==> src/rtl/uart_cmd_rx.sv <==
// uart_cmd_rx: 8N1 UART receiver with a single-letter command decoder.
//
// Deserialises host-terminal bytes and checks their framing. A letter in
// {F,P,H,C,S,D} (either case) is held as the pending command. A following
// CR commits it as a one-cycle cmd_* pulse. Any unexpected byte raises cmd_err.
//
// Ports:
//   clk        system clock
//   rst        synchronous reset, active-high
//   uart_rx    asynchronous serial line, idle high
//   rx_byte    last correctly framed byte
//   rx_valid   1-cycle pulse when rx_byte updates
//   frame_err  1-cycle pulse when the stop bit is sampled low
//   cmd_feed   1-cycle pulse, committed 'F'/'f'
//   cmd_play   1-cycle pulse, committed 'P'/'p'
//   cmd_heal   1-cycle pulse, committed 'H'/'h'
//   cmd_clean  1-cycle pulse, committed 'C'/'c'
//   cmd_sleep  1-cycle pulse, committed 'S'/'s'
//   cmd_dump   1-cycle pulse, committed 'D'/'d'
//   cmd_err    1-cycle pulse on a malformed command sequence
//
// RX FSM states:
//   state   | meaning
//   IDLE    | line idle, waiting for rxs low
//   START   | timing to mid-start-bit, rejects glitches
//   DATA    | sampling 8 data bits, LSB first
//   STOP    | sampling stop bit
//   BREAK   | stop bit was low, waiting for line to return high

module uart_cmd_rx #(
    parameter int DELAY_FRAMES = 234
) (
    input  logic       clk,
    input  logic       rst,
    input  logic       uart_rx,
    output logic [7:0] rx_byte,
    output logic       rx_valid,
    output logic       frame_err,
    output logic       cmd_feed,
    output logic       cmd_play,
    output logic       cmd_heal,
    output logic       cmd_clean,
    output logic       cmd_sleep,
    output logic       cmd_dump,
    output logic       cmd_err
);

    localparam int HALF_DELAY = DELAY_FRAMES / 2;
    localparam logic [15:0] FULL_TC = 16'(DELAY_FRAMES - 1);
    localparam logic [15:0] HALF_TC = 16'(HALF_DELAY - 1);

    if (DELAY_FRAMES < 4) begin : g_bad_delay
        $error("uart_cmd_rx: DELAY_FRAMES must be >= 4");
    end

    typedef enum logic [2:0] {
        S_IDLE,
        S_START,
        S_DATA,
        S_STOP,
        S_BREAK
    } rx_state_t;

    // Pending command codes; zero means nothing pending.
    localparam logic [2:0] P_NONE  = 3'd0;
    localparam logic [2:0] P_FEED  = 3'd1;
    localparam logic [2:0] P_PLAY  = 3'd2;
    localparam logic [2:0] P_HEAL  = 3'd3;
    localparam logic [2:0] P_CLEAN = 3'd4;
    localparam logic [2:0] P_SLEEP = 3'd5;
    localparam logic [2:0] P_DUMP  = 3'd6;

    logic        rx_meta;
    logic        rxs;
    rx_state_t   state;
    logic [15:0] cnt;
    logic [2:0]  bit_idx;
    logic [7:0]  shreg;
    logic [2:0]  pend;
    logic [2:0]  letter_code;

    always_ff @(posedge clk) begin
        if (rst) begin
            rx_meta <= 1'b1;
            rxs     <= 1'b1;
        end else begin
            rx_meta <= uart_rx;
            rxs     <= rx_meta;
        end
    end

    always_ff @(posedge clk) begin
        if (rst) begin
            state     <= S_IDLE;
            cnt       <= '0;
            bit_idx   <= '0;
            shreg     <= '0;
            rx_byte   <= '0;
            rx_valid  <= 1'b0;
            frame_err <= 1'b0;
        end else begin
            rx_valid  <= 1'b0;
            frame_err <= 1'b0;
            case (state)
                S_IDLE: begin
                    if (!rxs) begin
                        state <= S_START;
                        cnt   <= '0;
                    end
                end
                S_START: begin
                    if (cnt == HALF_TC) begin
                        cnt <= '0;
                        if (rxs) begin
                            state <= S_IDLE;
                        end else begin
                            state   <= S_DATA;
                            bit_idx <= '0;
                        end
                    end else begin
                        cnt <= cnt + 16'd1;
                    end
                end
                S_DATA: begin
                    if (cnt == FULL_TC) begin
                        cnt   <= '0;
                        shreg <= {rxs, shreg[7:1]};
                        if (bit_idx == 3'd7) begin
                            state <= S_STOP;
                        end else begin
                            bit_idx <= bit_idx + 3'd1;
                        end
                    end else begin
                        cnt <= cnt + 16'd1;
                    end
                end
                S_STOP: begin
                    if (cnt == FULL_TC) begin
                        cnt <= '0;
                        if (rxs) begin
                            rx_byte  <= shreg;
                            rx_valid <= 1'b1;
                            state    <= S_IDLE;
                        end else begin
                            frame_err <= 1'b1;
                            state     <= S_BREAK;
                        end
                    end else begin
                        cnt <= cnt + 16'd1;
                    end
                end
                S_BREAK: begin
                    if (rxs) begin
                        state <= S_IDLE;
                    end
                end
                default: state <= S_IDLE;
            endcase
        end
    end

    // Clearing bit 5 folds lower-case letters onto upper case.
    always_comb begin
        letter_code = P_NONE;
        case (rx_byte & 8'hDF)
            8'h46:   letter_code = P_FEED;
            8'h50:   letter_code = P_PLAY;
            8'h48:   letter_code = P_HEAL;
            8'h43:   letter_code = P_CLEAN;
            8'h53:   letter_code = P_SLEEP;
            8'h44:   letter_code = P_DUMP;
            default: letter_code = P_NONE;
        endcase
    end

    always_ff @(posedge clk) begin
        if (rst) begin
            pend      <= P_NONE;
            cmd_feed  <= 1'b0;
            cmd_play  <= 1'b0;
            cmd_heal  <= 1'b0;
            cmd_clean <= 1'b0;
            cmd_sleep <= 1'b0;
            cmd_dump  <= 1'b0;
            cmd_err   <= 1'b0;
        end else begin
            cmd_feed  <= 1'b0;
            cmd_play  <= 1'b0;
            cmd_heal  <= 1'b0;
            cmd_clean <= 1'b0;
            cmd_sleep <= 1'b0;
            cmd_dump  <= 1'b0;
            cmd_err   <= 1'b0;
            if (frame_err) begin
                pend <= P_NONE;
            end else if (rx_valid) begin
                if (rx_byte == 8'h0D) begin
                    cmd_feed  <= (pend == P_FEED);
                    cmd_play  <= (pend == P_PLAY);
                    cmd_heal  <= (pend == P_HEAL);
                    cmd_clean <= (pend == P_CLEAN);
                    cmd_sleep <= (pend == P_SLEEP);
                    cmd_dump  <= (pend == P_DUMP);
                    pend      <= P_NONE;
                end else if (rx_byte == 8'h0A) begin
                    pend <= pend;
                end else if (letter_code != P_NONE) begin
                    pend <= letter_code;
                end else begin
                    cmd_err <= 1'b1;
                    pend    <= P_NONE;
                end
            end
        end
    end

endmodule

==> config.mk <==
export PLATFORM = sky130hd
export DESIGN_NAME = uart_cmd_rx
export DESIGN_NICKNAME = d
export VERILOG_FILES = /design/src/rtl/uart_cmd_rx.sv
export SDC_FILE = /design/constraint.sdc
export NUM_CORES = 1
export LEC_CHECK = 0
export CAP_MARGIN = 20
export CORE_MARGIN = 2
export CORE_UTILIZATION = 50
export DETAILED_ROUTE_END_ITERATION = 6
export PLACE_DENSITY = 0.7
export SETUP_SLACK_MARGIN = 0.4
export SLEW_MARGIN = 20
export SYNTH_ARGS = -nofsm -noshare
export SYNTH_HDL_FRONTEND = slang
export SYNTH_SLANG_ARGS = --single-unit
==> constraint.sdc <==
create_clock -name clk -period 2.3 [get_ports clk]
set_clock_uncertainty 0.1 [all_clocks]
set_input_delay 0.46 -clock clk [delete_from_list [all_inputs] [get_ports clk]]
set_output_delay 0.46 -clock clk [all_outputs]
set_load 0.005 [all_outputs]
==> impl_metrics.tcl, run 1 <==
set metrics [dict create \
    run_status "completed" \
    slew_headroom 0.695 \
    synthCells 263 \
    synth_top_cells_by_area "sky130_fd_sc_hd__dfxtp_1, sky130_fd_sc_hd__mux2i_1, sky130_fd_sc_hd__nor2_1" \
    placementRows 25 \
    cts.reportedPaths.clkPinSlew_ns 0.09 \
    areaGrowthSynthToFinish_pct 25.2 \
    finish.net_count 308 \
    post_route_setup_slack_ns 0.382 \
    power.net_switching_uw 474 \
    critical_path.startpoint_type "flop" \
    antenna-diode-count 0 \
    power.share.sequential 0.519 \
    rsz_0062_raised_after_global_routing "true" \
    first_pass_grt_wire_length_um 7950 \
    yosys.area.top_type_share 0.420 \
    intPower_uw 1350 \
    crit_path_cell_trace "inv_2 -> ha_4 -> nor4bb_4 -> buf_4 -> a41oi_4 -> a21oi_4 -> or3_1 -> a31oi_1" \
    critPathCaptureType "flop" \
    p_sw_frac 0.260 \
    fillers 390 \
    track_usage 0.186 \
    design.die.area_um2 5540 \
    drt.antenna.violating_nets 0 \
    chipWidth_um 74.4 \
    p_comb_frac 0.132 \
    ys_dominant_reg_cell "sky130_fd_sc_hd__dfxtp_1" \
    number_of_flops_mapped_to_enable_cells_by_yosys 0 \
    pin_count_of_the_biggest_net_entering_global_routing 25 \
    grt_overflow_total 0 \
    synth.yosys.seq_area_share 0.420 \
    globalplace.congestion 0.784 \
    power.clock.fraction 0.348 \
    maximum_vdd_drop_v 0.000438 \
    worstMarginPinSlew_ns 0.456 \
    postLayoutCoreUtil 0.653 \
    drt_first_iter_violations 183 \
    yosys_register_bits 52 \
    cellPowerDensity_nw_per_um2 586 \
    timing.final.hold_violations 0 \
    final_max_slew_viol_count 0 \
    clk_root_buffer_cell "sky130_fd_sc_hd__clkbuf_8" \
    place_hpwl_um 3240 \
    top_level_ports 20 \
    inserted_clock_buffers 5 \
    min-delay-path-class "reg2reg" \
    synth_async_sr_flop_share 0 \
    post_synth.cell_area_avg_um2 9.43 \
    cap_viol_max_count 0 \
    top_fanout_value_on_the_critical_path 5 \
    antenna_found_initial 0 \
    cpPeakStageDelay_ns 0.37 \
    design.core.area_um2 4750 \
    fin_crit_sh 0.834 \
    detail_route.first_pass.iterations 4 \
    max_freq_ghz 0.521 \
    fin_hold_ws_ns 0.339 \
    floorplan.initialDensity 0.522 \
    setup_total_negative_slack_ns 0 \
    num_vias 2038 \
    crit_path_top_delay_cell "sky130_fd_sc_hd__or3_1" \
    post_route_cells_drive_above_1_share 0.213 \
    finalSetupViolCount 0 \
    minimum_setup_slack_after_placement_ns 0.271 \
    drc 0 \
    port_buffers 19 \
    required_ns 2.43 \
    power_leakage_uw 0.00107 \
    vias_per_cell 5.54 \
    clkSinkCount 52 \
    synth_fp_nets 271 \
    clock_path_buffers 2 \
    wire_per_inst_um 13.9 \
    syn_area_um2 2480 \
    finalWirelength_um 5110 \
    netlist.top_cell.by_area "sky130_fd_sc_hd__dfxtp_1" \
    tritoncts "built" \
    yosys_warnings 0 \
    die_height_um 74.4 \
    netlist-cell-type-count 47 \
    fin_total_pwr_uw 1820 \
    worst_ep_arrival_time_ns 2.05 \
    grt_pass1_vias 1724 \
    timing.setup.critical_path_class "reg2reg" \
    finalCriticalPeriod_ns 1.92 \
    clock_tree.htree_level_count 2 \
    insertion_delay_of_the_later_clocked_pin_in_the_worst_skew_pair_ns 0.30 \
]
-- layout by cell type, fill, tap and decap left out, types with 8 or more instances in the layout --
master / synthesis / routed
sky130_fd_sc_hd__nand4_1: 8 / 8
sky130_fd_sc_hd__xnor2_1: 8 / 8
sky130_fd_sc_hd__nand2_1: 21 / 21
sky130_fd_sc_hd__nor2_1: 25 / 25
sky130_fd_sc_hd__and2_1: 9 / 9
sky130_fd_sc_hd__nor3_1: 11 / 9
sky130_fd_sc_hd__a21oi_1: 11 / 10
sky130_fd_sc_hd__clkdlybuf4s50_1: 0 / 19
sky130_fd_sc_hd__buf_4: 0 / 14
sky130_fd_sc_hd__dfxtp_1: 52 / 42
sky130_fd_sc_hd__dfxtp_2: 0 / 9
sky130_fd_sc_hd__mux2i_1: 19 / 19
-- state kept, by name, summed over array words and instances (netlist names), 3 cells and up --
register	flops
cnt	16
shreg	8
rx_byte	8
state	3
bit_idx	3
pend	3
-- Yosys cell counts, types with 3 or more instances --
cell,number
sky130_fd_sc_hd__and3_1,4
sky130_fd_sc_hd__or2_2,3
sky130_fd_sc_hd__a21oi_1,11
sky130_fd_sc_hd__inv_1,4
sky130_fd_sc_hd__and3b_1,5
sky130_fd_sc_hd__nand3_1,6
sky130_fd_sc_hd__a31oi_1,4
sky130_fd_sc_hd__and2_1,9
sky130_fd_sc_hd__nand2b_1,7
sky130_fd_sc_hd__or3_1,4
sky130_fd_sc_hd__mux2i_1,19
sky130_fd_sc_hd__nor3_1,11
sky130_fd_sc_hd__o21ai_0,8
sky130_fd_sc_hd__nor2_1,25
sky130_fd_sc_hd__nand4_1,8
sky130_fd_sc_hd__nand2_1,21
sky130_fd_sc_hd__nor3b_1,3
sky130_fd_sc_hd__nand3b_1,3
sky130_fd_sc_hd__nor4_1,5
sky130_fd_sc_hd__xnor2_1,8
sky130_fd_sc_hd__dfxtp_1,52
sky130_fd_sc_hd__ha_1,5
-- layer usage --
| layer | wire [µm] | up-vias | part of all wire | GRT usage |
|---|---|---|---|---|
| met5 | 0 | - | 0 | 0 |
| met4 | 75 | 0 | 0.015 | 0.0675 |
| met3 | 183 | 8 | 0.036 | 0.0461 |
| met2 | 2330 | 47 | 0.46 | 0.281 |
| met1 | 2520 | 957 | 0.49 | 0.257 |
| li1 | - | 1026 | - | - |
-- final timing paths --
check                             start  slack, ns  endpoint  cells past startpoint
worst max-delay path             cnt[1]       0.38    cnt[9]                      8
worst min-delay path            rx_meta       0.34       rxs                      1
worst max register to register   cnt[1]       0.38    cnt[9]                      8
worst min register to register  rx_meta       0.34       rxs                      1
-- critical path, delay by kind of cell (launching register included) --
kind | cells | cell delay, ns
buffers and inverters | 2 | 0.22
flip-flops | 1 | 0.35
adder cells (fa/ha/maj) | 1 | 0.15
AO/OA/AOI/OAI | 3 | 0.51
AND/OR/NAND/NOR | 2 | 0.51
-- power by group through the flow --
stage / registers, µW / clock network [µW] / logic, µW
2_1_floorplan: 945 / 0 / 135
3_3_place_gp: 959 / 0 / 161
3_5_place_dp: 959 / 0 / 162
4_1_cts: 938 / 647 / 170
5_1_grt: 949 / 688 / 263
6_report: 945 / 634 / 241
-- timing repair --
item / CTS / global route
pin swaps: 2 / 15
setup endpoints to repair: 42 / 39
hold buffers: 0 / 0
setup buffers: 3 / 9
cloned: 0 / 1
resized for setup: 11 / 26
hold endpoints to repair: 0 / 0
-- area by class of cell --
class,instances,area [µm²],share of cell area
multi-input combinational,199,1480,0.476
tap,67,83.8,0.0270
sequential,52,1060,0.340
clock buffer,6,72.6,0.0234
inverter,4,15.0,0.00483
clock inverter,2,38.8,0.0125
timing repair buffer,38,360,0.116
-- through the flow --
stage                     std cells  area, µm²
after floorplan                 263       2480
after global placement          347       2740
after detailed placement        347       2740
after CTS                       358       2910
after global routing            368       3110
final                           368       3110
-- kinds of logic after synthesis --
logic type | after synthesis | synth area share
flip-flops | 52 | 0.420
buffers and inverters | 13 | 0.0348
multiplexers | 20 | 0.0812
AO/OA/AOI/OAI | 35 | 0.0862
AND/OR/NAND/NOR | 129 | 0.321
adder cells (fa/ha/maj) | 5 | 0.0252
XOR/XNOR | 9 | 0.0318
No activity file was read; power rests on OpenSTA's default activity.
==> run 2: changes to the inputs <==
--- a/config.mk
+++ b/config.mk
@@ -9,7 +9,7 @@
 export CORE_MARGIN = 2
 export CORE_UTILIZATION = 50
 export DETAILED_ROUTE_END_ITERATION = 6
-export PLACE_DENSITY = 0.7
+export PLACE_DENSITY = 0.73
 export SETUP_SLACK_MARGIN = 0.4
 export SLEW_MARGIN = 20
 export SYNTH_ARGS = -nofsm -noshare
==> constraint.sdc (replaced) <==
create_clock -name clk -period 1.6 [get_ports clk]
set_clock_uncertainty 0.1 [all_clocks]
set_input_delay 0.32 -clock clk [delete_from_list [all_inputs] [get_ports clk]]
set_output_delay 0.32 -clock clk [all_outputs]
set_load 0.005 [all_outputs]
==> run 2 against run 1 <==
  * The flow now finishes with violations (setup timing)
  * Power up 42%
  * Worst hold slack worse by 0.024 ns
  * First-iteration DRC count down 32%
  * Setup slack worse by 0.69 ns
  * Sequential cell count unchanged
  * Final cell count up 14%
  * Register-to-register slack worse by 0.69 ns
  * Global-route usage up 6.1 points
  * Critical endpoint is now bit_idx[0]
  * Largest power group unchanged
==> impl_metrics.tcl, run 2 (synthesis results as in run 1) <==
set metrics [dict create \
    postLayoutCoreUtil 0.768 \
    post_route_cells_drive_above_1_share 0.470 \
    r2r_end "bit_idx[0]" \
    drc 0 \
    antenna_found_initial 0 \
    flip_flop_count_of_the_largest_register_all_copies_and_words_added 16 \
    design.die.area_um2 5540 \
    worstMarginPinSlew_ns 0.364 \
    cellPowerDensity_nw_per_um2 707 \
    cts.reportedPaths.clkPinSlew_ns 0.10 \
    timing.final.hold_violations 0 \
    inserted_clock_buffers 5 \
    finish.net_count 358 \
    chipWidth_um 74.4 \
    biggest_register "cnt" \
    port_buffers 19 \
    areaGrowthSynthToFinish_pct 47.2 \
    floorplan.initialDensity 0.522 \
    rsz_0062_raised_after_global_routing "true" \
    worst_ep_arrival_time_ns 2.03 \
    crit_family "simple AND/OR/NAND/NOR gates" \
    crit_path_cell_trace "nor4_4 -> buf_4 -> a41oi_2 -> buf_6 -> nand2b_4 -> a41oi_4 -> mux2_4" \
    critPathCaptureType "flop" \
    track_usage 0.246 \
    insertion_delay_of_the_later_clocked_pin_in_the_worst_skew_pair_ns 0.32 \
    detail_route.first_pass.iterations 4 \
    clk_root_buffer_cell "sky130_fd_sc_hd__clkbuf_8" \
    finalCriticalPeriod_ns 1.91 \
    power_leakage_uw 0.00141 \
    finalWirelength_um 6930 \
    finalSetupViolCount 43 \
    slew_headroom 0.754 \
    wire_per_inst_um 16.6 \
    r2r_slack_ns -0.31 \
    top_fanout_value_on_the_critical_path 4 \
    cap_viol_max_count 0 \
    num_vias 2328 \
    required_ns 1.72 \
    length_in_cells_of_the_worst_reg_to_reg_path 7 \
    r2r-start "cnt[15]" \
    drt.antenna.violating_nets 0 \
    placementRows 25 \
    drt_first_iter_violations 124 \
    vias_per_cell 5.57 \
    failed_checks "setup timing" \
    most_used_cells_in_the_layout_excluding_fill_and_tap_cells "sky130_fd_sc_hd__buf_4, sky130_fd_sc_hd__dfxtp_1, sky130_fd_sc_hd__buf_6" \
    design.core.area_um2 4750 \
    run_status "complete, but fails checks" \
    multi_input_area_um2 1610 \
    hold_path_end "rxs" \
    grt_pass1_vias 2207 \
    globalplace.congestion 0.851 \
    grt_overflow_total 0 \
    largestRegisters "cnt (16), rx_byte (8), shreg (8)" \
    clock_path_buffers 2 \
    timing.setup.critical_path_class "reg2reg" \
    fin_crit_sh 1.19 \
    post_cts_hold_buffer_count 0 \
    die_height_um 74.4 \
    crit_path_top_delay_cell "sky130_fd_sc_hd__dfxtp_1" \
    first_pass_grt_wire_length_um 10400 \
    cpPeakStageDelay_ns 0.36 \
    hold_path_depth 1 \
    fillers 309 \
    antenna-diode-count 0 \
    pin_count_of_the_biggest_net_entering_global_routing 21 \
    final_max_slew_viol_count 0 \
    seqCellArea_um2 1080 \
    top_level_ports 20 \
    timing.critical_path.buf_inv 2 \
    place_hpwl_um 3820 \
    tritoncts "built" \
    worstHoldStart "rx_meta" \
    clock_tree.htree_level_count 2 \
    critical_path.startpoint_type "flop" \
    minimum_setup_slack_after_placement_ns -0.325 \
    fin_total_pwr_uw 2580 \
    clkSinkCount 52 \
    min-delay-path-class "reg2reg" \
    post_route_setup_slack_ns -0.309 \
    maximum_vdd_drop_v 0.000499 \
    max_freq_ghz 0.524 \
    mostFrequentLayoutCell "sky130_fd_sc_hd__buf_4" \
]
## run 2: cell types whose count changed in the layout (fill, tap and decap cells not counted), moves of 4 or more
cell / previous run / this run
sky130_fd_sc_hd__buf_4: 14 / 49
sky130_fd_sc_hd__buf_6: 4 / 26
sky130_fd_sc_hd__dfxtp_1: 42 / 34
sky130_fd_sc_hd__clkdlybuf4s50_1: 19 / 1
sky130_fd_sc_hd__dfxtp_2: 9 / 13
sky130_fd_sc_hd__o21ai_0: 6 / 2
sky130_fd_sc_hd__dfxtp_4: 1 / 5
sky130_fd_sc_hd__buf_2: 0 / 8
sky130_fd_sc_hd__o21ai_2: 0 / 4
## run 2: layout make-up
class,count,share of cell area
sequential,52,0.295
timing repair buffer,88,0.212
clock inverter,3,0.00617
inverter,4,0.00411
clock buffer,5,0.0188
multi-input combinational,199,0.441
tap,67,0.0230
## run 2: timing repair
action | in CTS | in global routing
cloned | 1 | 0
hold endpoints to repair | 0 | 0
pin swaps | 21 | 26
gates resized for setup | 139 | 29
setup buffers | 20 | 3
endpoints found under the setup margin | 69 | 62
## run 2: worst reg2reg max path, cell delays in order (launching register included)
cell and delay (ns):
sky130_fd_sc_hd__dfxtp_1 0.36, sky130_fd_sc_hd__nor4_4 0.36, sky130_fd_sc_hd__buf_4 0.17, sky130_fd_sc_hd__a41oi_2 0.17
sky130_fd_sc_hd__buf_6 0.19, sky130_fd_sc_hd__nand2b_4 0.07, sky130_fd_sc_hd__a41oi_4 0.11, sky130_fd_sc_hd__mux2_4 0.28
## run 2: worst max path at each step
stage | end | start | cells after the start | slack [ns]
6_report | bit_idx[0] | cnt[15] | 7 | -0.31
5_1_grt | rx_byte[7] | cnt[15] | 7 | -0.38
4_1_cts | state[2] | cnt[1] | 7 | -0.27
3_5_place_dp | cnt[1] | cnt[1] | 8 | -0.32
3_3_place_gp | cnt[1] | cnt[1] | 8 | -0.27
2_1_floorplan | rx_byte[2] | cnt[3] | 6 | -0.26
## run 2: per-layer routing
metal  track usage  wire length (µm)
met4         0.129               179
met5             0                 0
met1         0.318              2920
met3        0.0420               346
met2         0.395              3480
## run 2: through the flow
| stage | instances | hold WS, ns | setup TNS [ns] | area, µm² |
|---|---|---|---|---|
| 2_1_floorplan | 263 | 0.289 | -6.18 | 2490 |
| 3_3_place_gp | 386 | 0.295 | -8.62 | 3070 |
| 3_5_place_dp | 386 | 0.297 | -10.53 | 3070 |
| 4_1_cts | 415 | 0.315 | -8.29 | 3510 |
| 5_1_grt | 418 | 0.322 | -13.20 | 3650 |
| 6_report | 418 | 0.314 | -9.54 | 3650 |
## run 2: power by group
group	internal (µW)	switching, µW
Combinational	192	271
Clock	314	474
Sequential	1310	22.4
==> run 3: changes to the inputs <==
--- a/config.mk
+++ b/config.mk
@@ -6,7 +6,7 @@
 export NUM_CORES = 1
 export LEC_CHECK = 0
 export CAP_MARGIN = 20
-export CORE_MARGIN = 2
+export CORE_MARGIN = 5
 export CORE_UTILIZATION = 50
 export DETAILED_ROUTE_END_ITERATION = 6
 export PLACE_DENSITY = 0.73
==> run 3 against run 2 <==
  * The run still ends with setup timing left
  * First-iteration DRC count down 13%
  * Count of clock-buffer cells in the layout is the same
  * Sequential share of layout area up 0.87 points
  * Fmax about the same
  * Die area is 17% higher
  * Final cell count decreased by 1.7%
  * Non-clock buffer count shrank 6
  * Combinational power is 10% lower
==> impl_metrics.tcl, run 3 (synthesis results as in run 1) <==
set metrics [dict create \
    num_vias 2304 \
    cts.reportedPaths.clkPinSlew_ns 0.10 \
    run_status "complete, but fails checks" \
    final_max_slew_viol_count 0 \
    crit_family "simple AND/OR/NAND/NOR gates" \
    top_level_ports 20 \
    wire_per_inst_um 15.9 \
    post_route_setup_slack_ns -0.310 \
    finalWirelength_um 6530 \
    fin_total_pwr_uw 2530 \
    layout.cell_area.non_filler_um2 3530 \
    port_buffers 19 \
    design.die.area_um2 6470 \
    grt_pass1_vias 2057 \
    chipWidth_um 80.4 \
    slew_headroom 0.751 \
    floorplan.initialDensity 0.518 \
    setup_total_negative_slack_ns -9.64 \
    rsz_0062_raised_after_global_routing "true" \
    worst_ep_arrival_time_ns 2.02 \
    detailed_place.area_um2 3050 \
    min-delay-path-class "reg2reg" \
    cpPeakStageDelay_ns 0.34 \
    drc 0 \
    flip_flop_count_of_the_largest_register_all_copies_and_words_added 16 \
    place_hpwl_um 3710 \
    failed_checks "setup timing" \
    critPathCaptureType "flop" \
    globalplace.congestion 0.844 \
    maximum_vdd_drop_v 0.000628 \
    first_pass_grt_wire_length_um 9570 \
    detail_route.first_pass.iterations 4 \
    die_height_um 80.4 \
    power_leakage_uw 0.00139 \
    timing.final.hold_violations 0 \
    cellPowerDensity_nw_per_um2 715 \
    top_fanout_value_on_the_critical_path 8 \
    insertion_delay_of_the_later_clocked_pin_in_the_worst_skew_pair_ns 0.31 \
    r2r_slack_ns -0.31 \
    inserted_clock_buffers 5 \
    fin_hold_ws_ns 0.334 \
    timing.critical_path.buf_inv 2 \
    clock_tree.htree_level_count 2 \
    clock_path_buffers 2 \
    antenna-diode-count 0 \
    mostFrequentLayoutCell "sky130_fd_sc_hd__buf_4" \
    largestRegisters "cnt (16), rx_byte (8), shreg (8)" \
    required_ns 1.71 \
    vias_per_cell 5.61 \
    finalCriticalPeriod_ns 1.91 \
    crit_path_cell_trace "inv_2 -> ha_4 -> nor4bb_4 -> nand4_4 -> nor3_4 -> buf_12 -> mux2i_1 -> nor2_1" \
    finish.net_count 351 \
    clk_root_buffer_cell "sky130_fd_sc_hd__clkbuf_8" \
    drt.antenna.violating_nets 0 \
    most_used_cells_in_the_layout_excluding_fill_and_tap_cells "sky130_fd_sc_hd__buf_4, sky130_fd_sc_hd__dfxtp_1, sky130_fd_sc_hd__nor2_1" \
    critical_path.startpoint_type "flop" \
    areaGrowthSynthToFinish_pct 42.5 \
    track_usage 0.190 \
    cap_viol_max_count 0 \
    design.core.area_um2 4790 \
    clkSinkCount 52 \
    drt_first_iter_violations 108 \
    pin_count_of_the_biggest_net_entering_global_routing 18 \
    grt_overflow_total 0 \
    finalSetupViolCount 41 \
    timing.setup.critical_path_class "reg2reg" \
    biggest_register "cnt" \
    post_route_cells_drive_above_1_share 0.433 \
    max_freq_ghz 0.524 \
    fin_crit_sh 1.19 \
    crit_path_top_delay_cell "sky130_fd_sc_hd__dfxtp_2" \
    antenna_found_initial 0 \
    worstMarginPinSlew_ns 0.370 \
    placementRows 25 \
    tritoncts "built" \
]
## run 3: final timing paths
| check | from | endpoint | depth (start not counted) |
|---|---|---|---|
| setup / recovery | cnt[1] | shreg[1] | 8 |
| hold / removal | rx_meta | rxs | 1 |
| setup reg to reg | cnt[1] | shreg[1] | 8 |
| hold reg to reg | rx_meta | rxs | 1 |
## run 3: metrics by stage
step	std cells	utilization	setup WS (ns)
after floorplan	263	-	-0.255
after global placement	384	0.638	-0.288
after detailed placement	384	0.638	-0.316
after CTS	408	0.704	-0.258
after global routing	411	0.739	-0.409
final	411	0.739	-0.310
## run 3: final cells by class
class,instances,area (µm²)
fill,320,1250
clock buffer,5,68.8
inverter,4,15.0
sequential,52,1070
multi-input combinational,198,1560
clock inverter,3,22.5
timing repair buffer,82,708
tap,67,83.8
## run 3: repair_timing
item,4_1_cts,5_1_grt
setup buffers,16,3
setup endpoints to repair,67,60
endpoints found under the hold margin,0,0
pin swaps,26,15
resized for setup,116,32
hold buffers,0,0
## run 3: report_power, final
| part | total [µW] | switching (µW) | internal [µW] |
|---|---|---|---|
| combinational | 415 | 241 | 175 |
| sequential | 1330 | 22.1 | 1310 |
| clock | 782 | 467 | 314 |
| total | 2530 | 730 | 1800 |
## run 3: routing by layer
layer / vias to the layer above / track usage / routed length, µm
met1: 1117 / 0.237 / 2730
met3: 19 / 0.0448 / 260
met2: 51 / 0.314 / 3370
met5: - / 0 / 0
met4: 0 / 0.0743 / 170
li1: 1117 / - / -
